$ cat src/rtl/mc_control_fsm.sv
// Multicycle control unit for the 16-bit datapath.
// Fetches from a synchronous-read memory, decodes, and drives register-file
// write enables, ALU controls and the memory address/write strobe.
// ALU, STOR and NOP instructions take 4 cycles. LOAD takes 6 cycles.
module mc_control_fsm #(
    parameter logic [15:0] PC_RESET   = 16'h0000,
    parameter logic [3:0]  STATUS_REG = 4'd15
) (
    input  logic        clk,
    input  logic        reset,
    input  logic        run,
    input  logic [15:0] mem_rdata,
    input  logic [15:0] rdata_a,
    input  logic [15:0] rdata_b,
    output logic [15:0] pc,
    output logic [15:0] mem_addr,
    output logic        mem_we,
    output logic [15:0] mem_wdata,
    output logic [15:0] reg_enable,
    output logic [3:0]  raddr_a,
    output logic [3:0]  raddr_b,
    output logic [3:0]  alu_op,
    output logic        alu_b_imm,
    output logic [15:0] imm16,
    output logic        wb_sel,
    output logic [15:0] ir,
    output logic [2:0]  state_dbg
);

    typedef enum logic [2:0] {
        S_FETCH  = 3'd0,
        S_FWAIT  = 3'd1,
        S_DECODE = 3'd2,
        S_EXEC   = 3'd3,
        S_LWAIT  = 3'd4,
        S_LWB    = 3'd5
    } state_t;

    typedef enum logic [1:0] {
        K_ALU,
        K_LOAD,
        K_STOR,
        K_NOP
    } kind_t;

    state_t      state_q, state_d;
    logic [15:0] pc_q, pc_d;
    logic [15:0] ir_q, ir_d;
    logic [15:0] mar_q, mar_d;
    kind_t       kind;
    logic [15:0] dest_onehot;

    // Classify the held instruction by its opcode and sub-opcode.
    always_comb begin
        // NOTE: every variable written in a combinational block gets a default first, so no path infers a latch.
        kind = K_NOP;
        case (ir_q[15:12])
            4'h0:                   kind = K_ALU;
            4'h4: begin
                if (ir_q[7:4] == 4'h0)      kind = K_LOAD;
                else if (ir_q[7:4] == 4'h4) kind = K_STOR;
                else                        kind = K_NOP;
            end
            4'hC, 4'hD, 4'hE, 4'hF: kind = K_NOP;
            default:                kind = K_ALU;
        endcase
    end

    // The status register is written by hardware only, so its enable bit is always cleared.
    assign dest_onehot = (16'h0001 << ir_q[11:8]) & ~(16'h0001 << STATUS_REG);

    // Compute the next state, next pc, instruction register and load address register.
    always_comb begin
        state_d = state_q;
        pc_d    = pc_q;
        ir_d    = ir_q;
        mar_d   = mar_q;
        case (state_q)
            S_FETCH:  if (run) state_d = S_FWAIT;
            S_FWAIT: begin
                ir_d    = mem_rdata;
                state_d = S_DECODE;
            end
            S_DECODE: state_d = S_EXEC;
            S_EXEC: begin
                if (kind == K_LOAD) begin
                    mar_d   = rdata_b;
                    state_d = S_LWAIT;
                end else begin
                    pc_d    = pc_q + 16'd1;
                    state_d = S_FETCH;
                end
            end
            S_LWAIT:  state_d = S_LWB;
            S_LWB: begin
                pc_d    = pc_q + 16'd1;
                state_d = S_FETCH;
            end
            default:  state_d = S_FETCH;
        endcase
    end

    // Register the state. Reset takes priority over every other input.
    always_ff @(posedge clk) begin
        // NOTE: sequential state uses non-blocking assignments, so all flops update together at the edge.
        if (reset) begin
            state_q <= S_FETCH;
            pc_q    <= PC_RESET;
            ir_q    <= '0;
            mar_q   <= '0;
        end else begin
            state_q <= state_d;
            pc_q    <= pc_d;
            ir_q    <= ir_d;
            mar_q   <= mar_d;
        end
    end

    // Decode the strobes and the memory address from the current state.
    // Forcing them while reset is high suppresses any write pulse in the cycle of an abort.
    always_comb begin
        mem_addr   = pc_q;
        mem_we     = 1'b0;
        reg_enable = '0;
        wb_sel     = 1'b0;
        alu_op     = (ir_q[15:12] == 4'h0) ? ir_q[7:4] : ir_q[15:12];
        alu_b_imm  = (kind == K_ALU) && (ir_q[15:12] != 4'h0);
        case (state_q)
            S_EXEC: begin
                case (kind)
                    K_ALU:  reg_enable = dest_onehot;
                    K_STOR: begin
                        mem_addr = rdata_b;
                        mem_we   = 1'b1;
                    end
                    K_LOAD: mem_addr = rdata_b;
                    default: ;
                endcase
            end
            S_LWAIT: mem_addr = mar_q;
            S_LWB: begin
                wb_sel     = 1'b1;
                reg_enable = dest_onehot;
            end
            default: ;
        endcase
        if (reset) begin
            mem_addr   = PC_RESET;
            mem_we     = 1'b0;
            reg_enable = '0;
            wb_sel     = 1'b0;
            alu_op     = '0;
            alu_b_imm  = 1'b0;
        end
    end

    assign pc        = pc_q;
    assign ir        = ir_q;
    assign raddr_a   = ir_q[11:8];
    assign raddr_b   = ir_q[3:0];
    assign imm16     = {{8{ir_q[7]}}, ir_q[7:0]};
    assign mem_wdata = rdata_a;
    assign state_dbg = state_q;

endmodule

$ cat config.mk
export PLATFORM = sky130hd
export DESIGN_NAME = mc_control_fsm
export DESIGN_NICKNAME = d
export VERILOG_FILES = /design/src/rtl/mc_control_fsm.sv
export SDC_FILE = /design/constraint.sdc
export NUM_CORES = 1
export LEC_CHECK = 0
export ABC_AREA = 1
export BUFFER_PORTS_ARGS = -buffer_cell sky130_fd_sc_hd__clkbuf_2
export CAP_MARGIN = 25
export CELL_PAD_IN_SITES_DETAIL_PLACEMENT = 1
export CELL_PAD_IN_SITES_GLOBAL_PLACEMENT = 1
export CORE_MARGIN = 2
export CORE_UTILIZATION = 27
export CTS_BUF_LIST = sky130_fd_sc_hd__clkbuf_16
export DETAILED_ROUTE_END_ITERATION = 10
export PLACE_DENSITY = 0.81
export SLEW_MARGIN = 20
export SYNTH_ARGS = -nofsm -noshare
export SYNTH_HDL_FRONTEND = slang
export SYNTH_SLANG_ARGS = --single-unit
$ cat constraint.sdc
create_clock -name clk -period 2.2 [get_ports clk]
set_clock_uncertainty 0.15 [all_clocks]
set_input_delay 0.44 -clock clk [delete_from_list [all_inputs] [get_ports clk]]
set_output_delay 0.44 -clock clk [all_outputs]
set_load 0.01 [all_outputs]
-- Word level (Yosys, flattened, before mapping)
Cells that the tools add are included.
- output and inout port bits: 114
- input port bits: 51
- register bits after elaboration: 51
- shifts and indexed selects: 1
- muxes and demuxes: 22
- reduce and logical (&&, ||, !) cells: 11
- eq/ne operators: 15
- $add $sub $neg: 1
- operators with widths (operator ; count):
    $mux 16 ; 4
    $pmux 16 s2 ; 2
    $pmux 15 s2 ; 1
    $add 16x1->16 const B ; 1
    $eq 4x4->1 const B ; 4
    $mux 15 ; 1
    $pmux 3 s5 ; 1
    $shl 1x4->15 const A ; 1
    $eq 4x3->1 const B ; 2
    $logic_not 4->1 ; 2
    $mux 4 ; 2
    $mux 1 ; 7
    $eq 3x2->1 const B ; 2
    $eq 3x3->1 const B ; 2
    $mux 3 ; 2
    $ne 2x2->1 const B ; 2
    $pmux 2 s2 ; 1
    $reduce_and 2->1 ; 2
    $reduce_bool 4->1 ; 1
    $reduce_or 4->1 ; 1
    $eq 3x1->1 const B ; 1
    $logic_not 3->1 ; 1
    $eq 2x1->1 const B ; 1
    $eq 2x2->1 const B ; 1
    other kinds (5) ; 5

-- Logic depth before layout (Yosys ltp)
Gate-level depths: netlist (run 1).
- depth after elaboration: 9
- mapped depth: 14
- depth with buffers taken out: 12

-- Worst setup path before layout (run 1)
Ideal clock, no wire load.
- path type: reg2out
- from: register ir_q[7], in the netlist ir[7]
- to: output mem_addr[10]
- setup slack: -383 ps
- required time: 1610 ps
- path buffers: 1
- stages on the path, launching flop included: 11
- data arrival time: 1993 ps
- cells stage by stage: dfxtp_1 inv_1 nand4_1 a21oi_1 inv_1 ha_1 clkinv_1 nand2_1 buf_2 nand3_1 a31oi_1
- cells in the longest elaborated chain, start to end: 9
- elaborated cells on any way between the ends: 11
- RTL lines (element ; RTL line ; text):
    start: declaration ; 48 ; logic [15:0] ir_q, ir_d;
    start signal: assignment ; 114 ; ir_q <= ir_d;
    $eq 4x3->1 ; 61 ; else if (ir_q[7:4] == 4'h4) kind = K_STOR;
    $mux 1 ; 61 ;
    $mux 2 (*) ; 60 ; if (ir_q[7:4] == 4'h0) kind = K_LOAD;
    $pmux 2 s2 (*) ; 57 ; case (ir_q[15:12])
    $eq 2x1->1 / $eq 2x2->1 (equally long branches) ; 130 ; case (kind)
    $reduce_or 2->1 (no line) (*) ; - ;
    $mux 16 (*) ; 130 ;
    $pmux 16 s2 (*) ; 128 ; case (state_q)
    $mux 16 (*) ; 147 ; if (reset) begin
    end: declaration ; 16 ; output logic [15:0] mem_addr,
Every way passes the cells marked *; elsewhere a longest branch is shown, timed or not.

-- Worst setup path in the final report (run 1)
- from: register ir_q[4], in the netlist ir[4]
- to: output mem_addr[0]
The elaborated chain is that of the path after synthesis.

==> flow_summary.json, run 1 <==
{
  "drt_first_pass_iters": 4,
  "gp_congestion": 0.831,
  "yosysWarnings": 0,
  "worstSetupStartpoint": "ir[4]$_SDFFE_PP0P_",
  "vias": 3615,
  "setup_viol": 35,
  "drtIter0Drc": 159,
  "fin_cells": 720,
  "cts_tree": "yes",
  "setup_tns_ps": -14030,
  "post-route-min-period_ps": 2690,
  "grt_use_total_pct": 20.0,
  "rsz0062_at_grt": "yes",
  "dp_cells": 699,
  "grt_first_pass_wirelength_um": 19000,
  "num_antenna_cells": 0,
  "io_buffers": 131,
  "clk_pin_slew_ps": 70,
  "cts_buffers": 5,
  "hpwl_um": 8290,
  "ir_drop_uv": 375,
  "drive_above_1_share_pct": 42.9,
  "place_ws_ps": -252,
  "antenna_found_initial": 0,
  "worstReg2RegStart": "ir[5]$_SDFFE_PP0P_",
  "rows": 38,
  "syn-instance-count": 466,
  "syn_avg_cell_area_um2": 6.55,
  "chipHeight_um": 110,
  "die_area_um2": 12200,
  "start_kind": "register",
  "cts-htree-levels": 2,
  "maxSlewViolCount": 0,
  "hold_viol": 0,
  "routed_via_density": 5.02,
  "die_width_um": 110,
  "ys_seq_area_share_pct": 33.4,
  "p_total_mw": 2.53,
  "fmax_mhz": 371,
  "min_path_type": "in -> reg",
  "setup.worst_path.class": "reg -> out",
  "powerDensity_nw_per_um2": 572,
  "postSynthNetCount": 521,
  "synth_cell_types": 24,
  "postCtsHoldBufs": 0,
  "drv_cap": 0,
  "mostFrequentLayoutCell": "clkbuf_2",
  "initial_core_util_pct": 27.9,
  "final_antenna_net_count": 0,
  "violations": "negative setup slack",
  "setup_slack_ps": -494,
  "drc": 0,
  "routed_wl_um": 12600,
  "overflow": 0,
  "pin_count": 165,
  "status": "complete, but fails checks",
  "worst-path-max-fanout": 8,
  "ys_ff_latch": 51,
  "layout_common_cells": "98 x clkbuf_2, 84 x nand2_1, 54 x nand3_1",
  "finalNetCount": 634,
  "clock_path_buffers": 2,
  "synthToLayoutAreaGrowth_pct": 44.8,
  "hold_start": "run",
  "crit_required_ps": 1610,
  "worstSetupEndpointType": "primary output",
  "root_buffer": "clkbuf_16",
  "cts.sinks": 51,
  "clock_latency_ps": 300,
  "crit_arrival_ps": 2100,
  "wire_per_inst_um": 17.5,
  "final_util_pct": 40.4,
  "coreArea_um2": 10900,
  "syn_area_um2": 3050,
  "leakage_nw": 1.87,
  "grt_pass1_vias": 3822,
  "period_share_pct": 122,
  "grt_max_degree": 47
}
metal layers:
metal,track usage [%],share of wire [%]
met2,36.2,53
met5,0,0
met3,3.12,4.1
met1,23.3,41
met4,8.30,2.7
synthesized netlist by cell type:
| master | n | share of area [%] |
|---|---|---|
| nand2_2 | 2 | 0.41 |
| inv_1 | 33 | 4.1 |
| nor2_1 | 52 | 6.4 |
| ha_1 | 4 | 1.6 |
| nor3_1 | 5 | 0.82 |
| nand2_1 | 88 | 11 |
| nand4_1 | 2 | 0.41 |
| buf_4 | 44 | 11 |
| nand3_1 | 65 | 11 |
| o211ai_1 | 1 | 0.25 |
| clkbuf_1 | 14 | 1.7 |
| buf_2 | 6 | 0.98 |
| clkinv_1 | 1 | 0.12 |
| nand4_2 | 1 | 0.41 |
| a21oi_1 | 53 | 8.7 |
| conb_1 | 1 | 0.12 |
| buf_1 | 1 | 0.12 |
| dfxtp_1 | 51 | 33 |
| inv_2 | 2 | 0.25 |
| xor2_1 | 3 | 0.86 |
| nand3_2 | 1 | 0.33 |
| a31oi_1 | 15 | 3.1 |
| o21bai_1 | 2 | 0.49 |
| o21ai_0 | 19 | 3.1 |
logic make-up (layout without fill, tap and decap cells):
| logic type | count (synthesis) | in the layout | share of synthesized area [%] |
|---|---|---|---|
| fa+ha+maj | 4 | 4 | 1.64 |
| flops | 51 | 51 | 33.4 |
| simple gates | 216 | 217 | 30.2 |
| xor+xnor | 3 | 3 | 0.861 |
| buf+inv | 101 | 214 | 18.1 |
| other cells | 1 | 1 | 0.123 |
| compound gates | 90 | 90 | 15.6 |
where the power goes:
| group | switching [mW] | total, mW | internal (mW) |
|---|---|---|---|
| clock network | 0.363 | 0.774 | 0.411 |
| registers | 0.0490 | 1.02 | 0.967 |
| logic | 0.433 | 0.741 | 0.308 |
| total | 0.845 | 2.53 | 1.69 |
worst max-delay path: stages (launching register included):
cell,delay (ps)
dfxtp_2,330
inv_2,70
nand4_1,130
a21oi_2,230
inv_2,60
ha_4,300
clkinv_8,90
nand2_8,120
buf_6,110
nand3_2,50
a21oi_2,150
buf_2,160
state kept, by name, indices dropped and copies added (netlist names):
name,flops
state_dbg,3
mar_q,16
ir,16
pc,16
final cells by class:
cell class                      instances  area (um^2)
Sequential cell                        51         1030
Inverter                               36          150
Multi-Input combinational cell        315         1850
Tap cell                              140          175
Clock buffer                            5          125
Timing Repair Buffer                  170         1070
Clock inverter                          3         11.3
Fill cell                            1390         6510
path summary, 6_finish.rpt:
path                                                   to  slack, ps  cells after the start
worst min register to register     mar_q[12]$_SDFFE_PP0P_        320                      2
worst max register to register         pc[8]$_SDFFE_PP0P_        220                     11
worst max-delay path                          mem_addr[0]       -490                     11
worst min-delay path            state_dbg[0]$_SDFFE_PP0P_        250                      3
what timing repair did:
item	CTS	global route
setup buffers	5	6
gates cloned	2	0
endpoints found under the setup margin	36	38
pin swaps	21	21
gates resized for setup	45	67
per-stage QoR:
stage | instance area, um^2 | hold slack [ps]
6_report | 4420 | 254
5_1_grt | 4420 | 256
4_1_cts | 4220 | 243
3_5_place_dp | 3820 | 308
3_3_place_gp | 3820 | 301
2_1_floorplan | 3170 | 295
No activity file was read; power rests on OpenSTA's default activity.
==> run 2, diff against run 1 <==
--- a/config.mk
+++ b/config.mk
@@ -5,7 +5,6 @@
 export SDC_FILE = /design/constraint.sdc
 export NUM_CORES = 1
 export LEC_CHECK = 0
-export ABC_AREA = 1
 export BUFFER_PORTS_ARGS = -buffer_cell sky130_fd_sc_hd__clkbuf_2
 export CAP_MARGIN = 25
 export CELL_PAD_IN_SITES_DETAIL_PLACEMENT = 1
@@ -14,7 +13,7 @@
 export CORE_UTILIZATION = 27
 export CTS_BUF_LIST = sky130_fd_sc_hd__clkbuf_16
 export DETAILED_ROUTE_END_ITERATION = 10
-export PLACE_DENSITY = 0.81
+export PLACE_DENSITY = 0.8
 export SLEW_MARGIN = 20
 export SYNTH_ARGS = -nofsm -noshare
 export SYNTH_HDL_FRONTEND = slang
==> flow_summary.json, run 2 <==
{
  "clk_pin_slew_ps": 70,
  "syn-instance-count": 395,
  "synth_top_area_share_pct": 34.6,
  "postSynthNetCount": 450,
  "clock_path_buffers": 2,
  "pin_count": 165,
  "grt_max_degree": 28,
  "fillCellCount": 1353,
  "worstRegToRegCells": 9,
  "final_antenna_net_count": 0,
  "synth_cell_types": 46,
  "initial_core_util_pct": 27.5,
  "fin_cells": 656,
  "coreArea_um2": 10700,
  "yosys-top-cells-count": "85 x nand2_1, 61 x a21oi_1, 51 x dfxtp_1",
  "rsz0062_at_grt": "yes",
  "io_buffers": 131,
  "finalNetCount": 570,
  "chipHeight_um": 109,
  "leakage_nw": 1.76,
  "dp_cells": 641,
  "die_width_um": 109,
  "worst_pin_slew_ps": 560,
  "drv_cap": 0,
  "overflow": 0,
  "mostFrequentLayoutCell": "clkbuf_2",
  "setup_tns_ps": -23390,
  "postCtsHoldBufs": 0,
  "synthToLayoutAreaGrowth_pct": 44.6,
  "p_total_mw": 2.16,
  "hold_slack_ps": 211,
  "period_share_pct": 136,
  "gp_congestion": 0.760,
  "clock_latency_ps": 290,
  "layout_common_cells": "109 x clkbuf_2, 82 x nand2_1, 47 x dfxtp_1",
  "post-route-min-period_ps": 2990,
  "violations": "negative setup slack",
  "fmax_mhz": 334,
  "root_buffer": "clkbuf_16",
  "yosysWarnings": 0,
  "drive_above_1_share_pct": 50.0,
  "maxSlewViolCount": 0,
  "grt_first_pass_wirelength_um": 15400,
  "rows": 38,
  "grt_pass1_vias": 3144,
  "die_area_um2": 11800,
  "async_flop_share_pct": 0,
  "reg2reg_to": "pc[15]$_SDFFE_PP0P_",
  "crit_end": "mem_addr[2]",
  "place_ws_ps": -563,
  "synth-edff-count": 0,
  "ys_ff_latch": 51,
  "setup_viol": 41,
  "grt_use_total_pct": 16.4,
  "synthTopCellsByArea": "dfxtp_1 35%, nand2_1 11%, buf_4 10%, a21oi_1 10%, a22oi_1 4.1%",
  "setup.worst_path.class": "reg -> out",
  "cts.sinks": 51,
  "worst-path-max-fanout": 16,
  "wire_per_inst_um": 15.3,
  "cts_tree": "yes",
  "start_kind": "register",
  "drc": 0,
  "hpwl_um": 7620,
  "syn_area_um2": 2950,
  "drt_first_pass_iters": 4,
  "syn_avg_cell_area_um2": 7.48,
  "min_path_type": "in -> reg",
  "yosysTopAreaCell": "dfxtp_1",
  "num_antenna_cells": 0,
  "crit_required_ps": 1610,
  "ys_seq_area_share_pct": 34.6,
  "worstSetupStartpoint": "ir[7]$_SDFFE_PP0P_",
  "cts-htree-levels": 2,
  "ys_dominant_reg_cell": "dfxtp_1",
  "drtIter0Drc": 148,
  "antenna_found_initial": 1,
  "status": "complete, but fails checks",
  "worstReg2RegStart": "ir[7]$_SDFFE_PP0P_",
  "max-slew-margin-rel_pct": 62.6,
  "cts_buffers": 5,
  "routed_wl_um": 10000,
  "synth.most_common_cell": "nand2_1",
  "setup_slack_ps": -793,
  "crit_arrival_ps": 2400,
  "ir_drop_uv": 274,
  "powerDensity_nw_per_um2": 506,
  "r2r_setup_slack_ps": -110,
  "hold_viol": 0,
  "vias": 3197,
  "worstSetupEndpointType": "primary output",
  "routed_via_density": 4.87
}
==> run 2: changes by cell type after synthesis, sizes merged, moves of 8 or more <==
cell   change
nand3     -61
inv       -29
a21oi      +8
a31oi     -13
nor2      -24
a22oi     +16
o21ai     -11
==> run 2: timing repair <==
item / in CTS / in global routing
setup buffers: 5 / 5
gates resized for setup: 16 / 57
pin swaps: 5 / 19
setup endpoints to repair: 62 / 58
==> run 2: stage by stage <==
stage | util [%] | cell area [um^2]
after floorplan | - | 3120
after global placement | 35.8 | 3850
after detailed placement | 35.8 | 3850
after CTS | 38.2 | 4110
after global routing | 39.8 | 4270
final | 39.8 | 4270
==> run 2: logic make-up after synthesis <==
kind of cell,count (synthesis),share of synthesized area (%)
XOR/XNOR,6,1.78
buffers and inverters,71,15.0
adder cells (fa/ha/maj),4,1.69
AND/OR/NAND/NOR,160,26.0
multiplexers,2,0.720
AO/OA/AOI/OAI,100,20.2
other,1,0.127
flip-flops,51,34.6
==> run 2: layer usage <==
layer | track usage (%) | vias up | part of all wire (%)
met4 | 4.12 | 2 | 1.4
met3 | 3.50 | 15 | 6.2
met2 | 30.6 | 123 | 51
met1 | 18.8 | 1514 | 42
met5 | 0 | - | 0.13
li1 | - | 1543 | -
==> run 2: how the worst min path moves through the flow <==
stage | start | slack, ps | cells past startpoint | endpoint
floorplan | mar_q[0]$_SDFFE_PP0P_ | 290 | 2 | mar_q[0]$_SDFFE_PP0P_
global placement | mar_q[5]$_SDFFE_PP0P_ | 290 | 2 | mar_q[5]$_SDFFE_PP0P_
detailed placement | mar_q[10]$_SDFFE_PP0P_ | 300 | 2 | mar_q[10]$_SDFFE_PP0P_
CTS | mem_rdata[7] | 200 | 3 | ir[7]$_SDFFE_PP0P_
global route | mem_rdata[4] | 220 | 3 | ir[4]$_SDFFE_PP0P_
finish | mem_rdata[4] | 210 | 3 | ir[4]$_SDFFE_PP0P_
==> run 2: where the power goes <==
group | internal, mW | switching [mW] | total (mW)
clock network | 0.426 | 0.369 | 0.795
logic | 0.170 | 0.211 | 0.381
registers | 0.948 | 0.0371 | 0.985
total | 1.54 | 0.618 | 2.16
==> run 2: area by class of cell <==
cell class / count / area [um^2] / area share, %
Timing Repair Buffer: 178 / 1100 / 25.7
Clock inverter: 3 / 23.8 / 0.557
Sequential cell: 51 / 1030 / 24.0
Tap cell: 140 / 175 / 4.10
Multi-Input combinational cell: 273 / 1800 / 42.2
Inverter: 6 / 22.5 / 0.527
Clock buffer: 5 / 125 / 2.93
==> run 2: worst max-delay path: stages (launching register included) <==
cell,delay [ps]
dfxtp_2,340
nor3_4,220
a21boi_2,70
o21a_1,220
ha_4,260
nor4bb_4,300
buf_4,190
nor2_2,50
buf_12,160
nand2_1,80
a21oi_2,60
buf_2,150
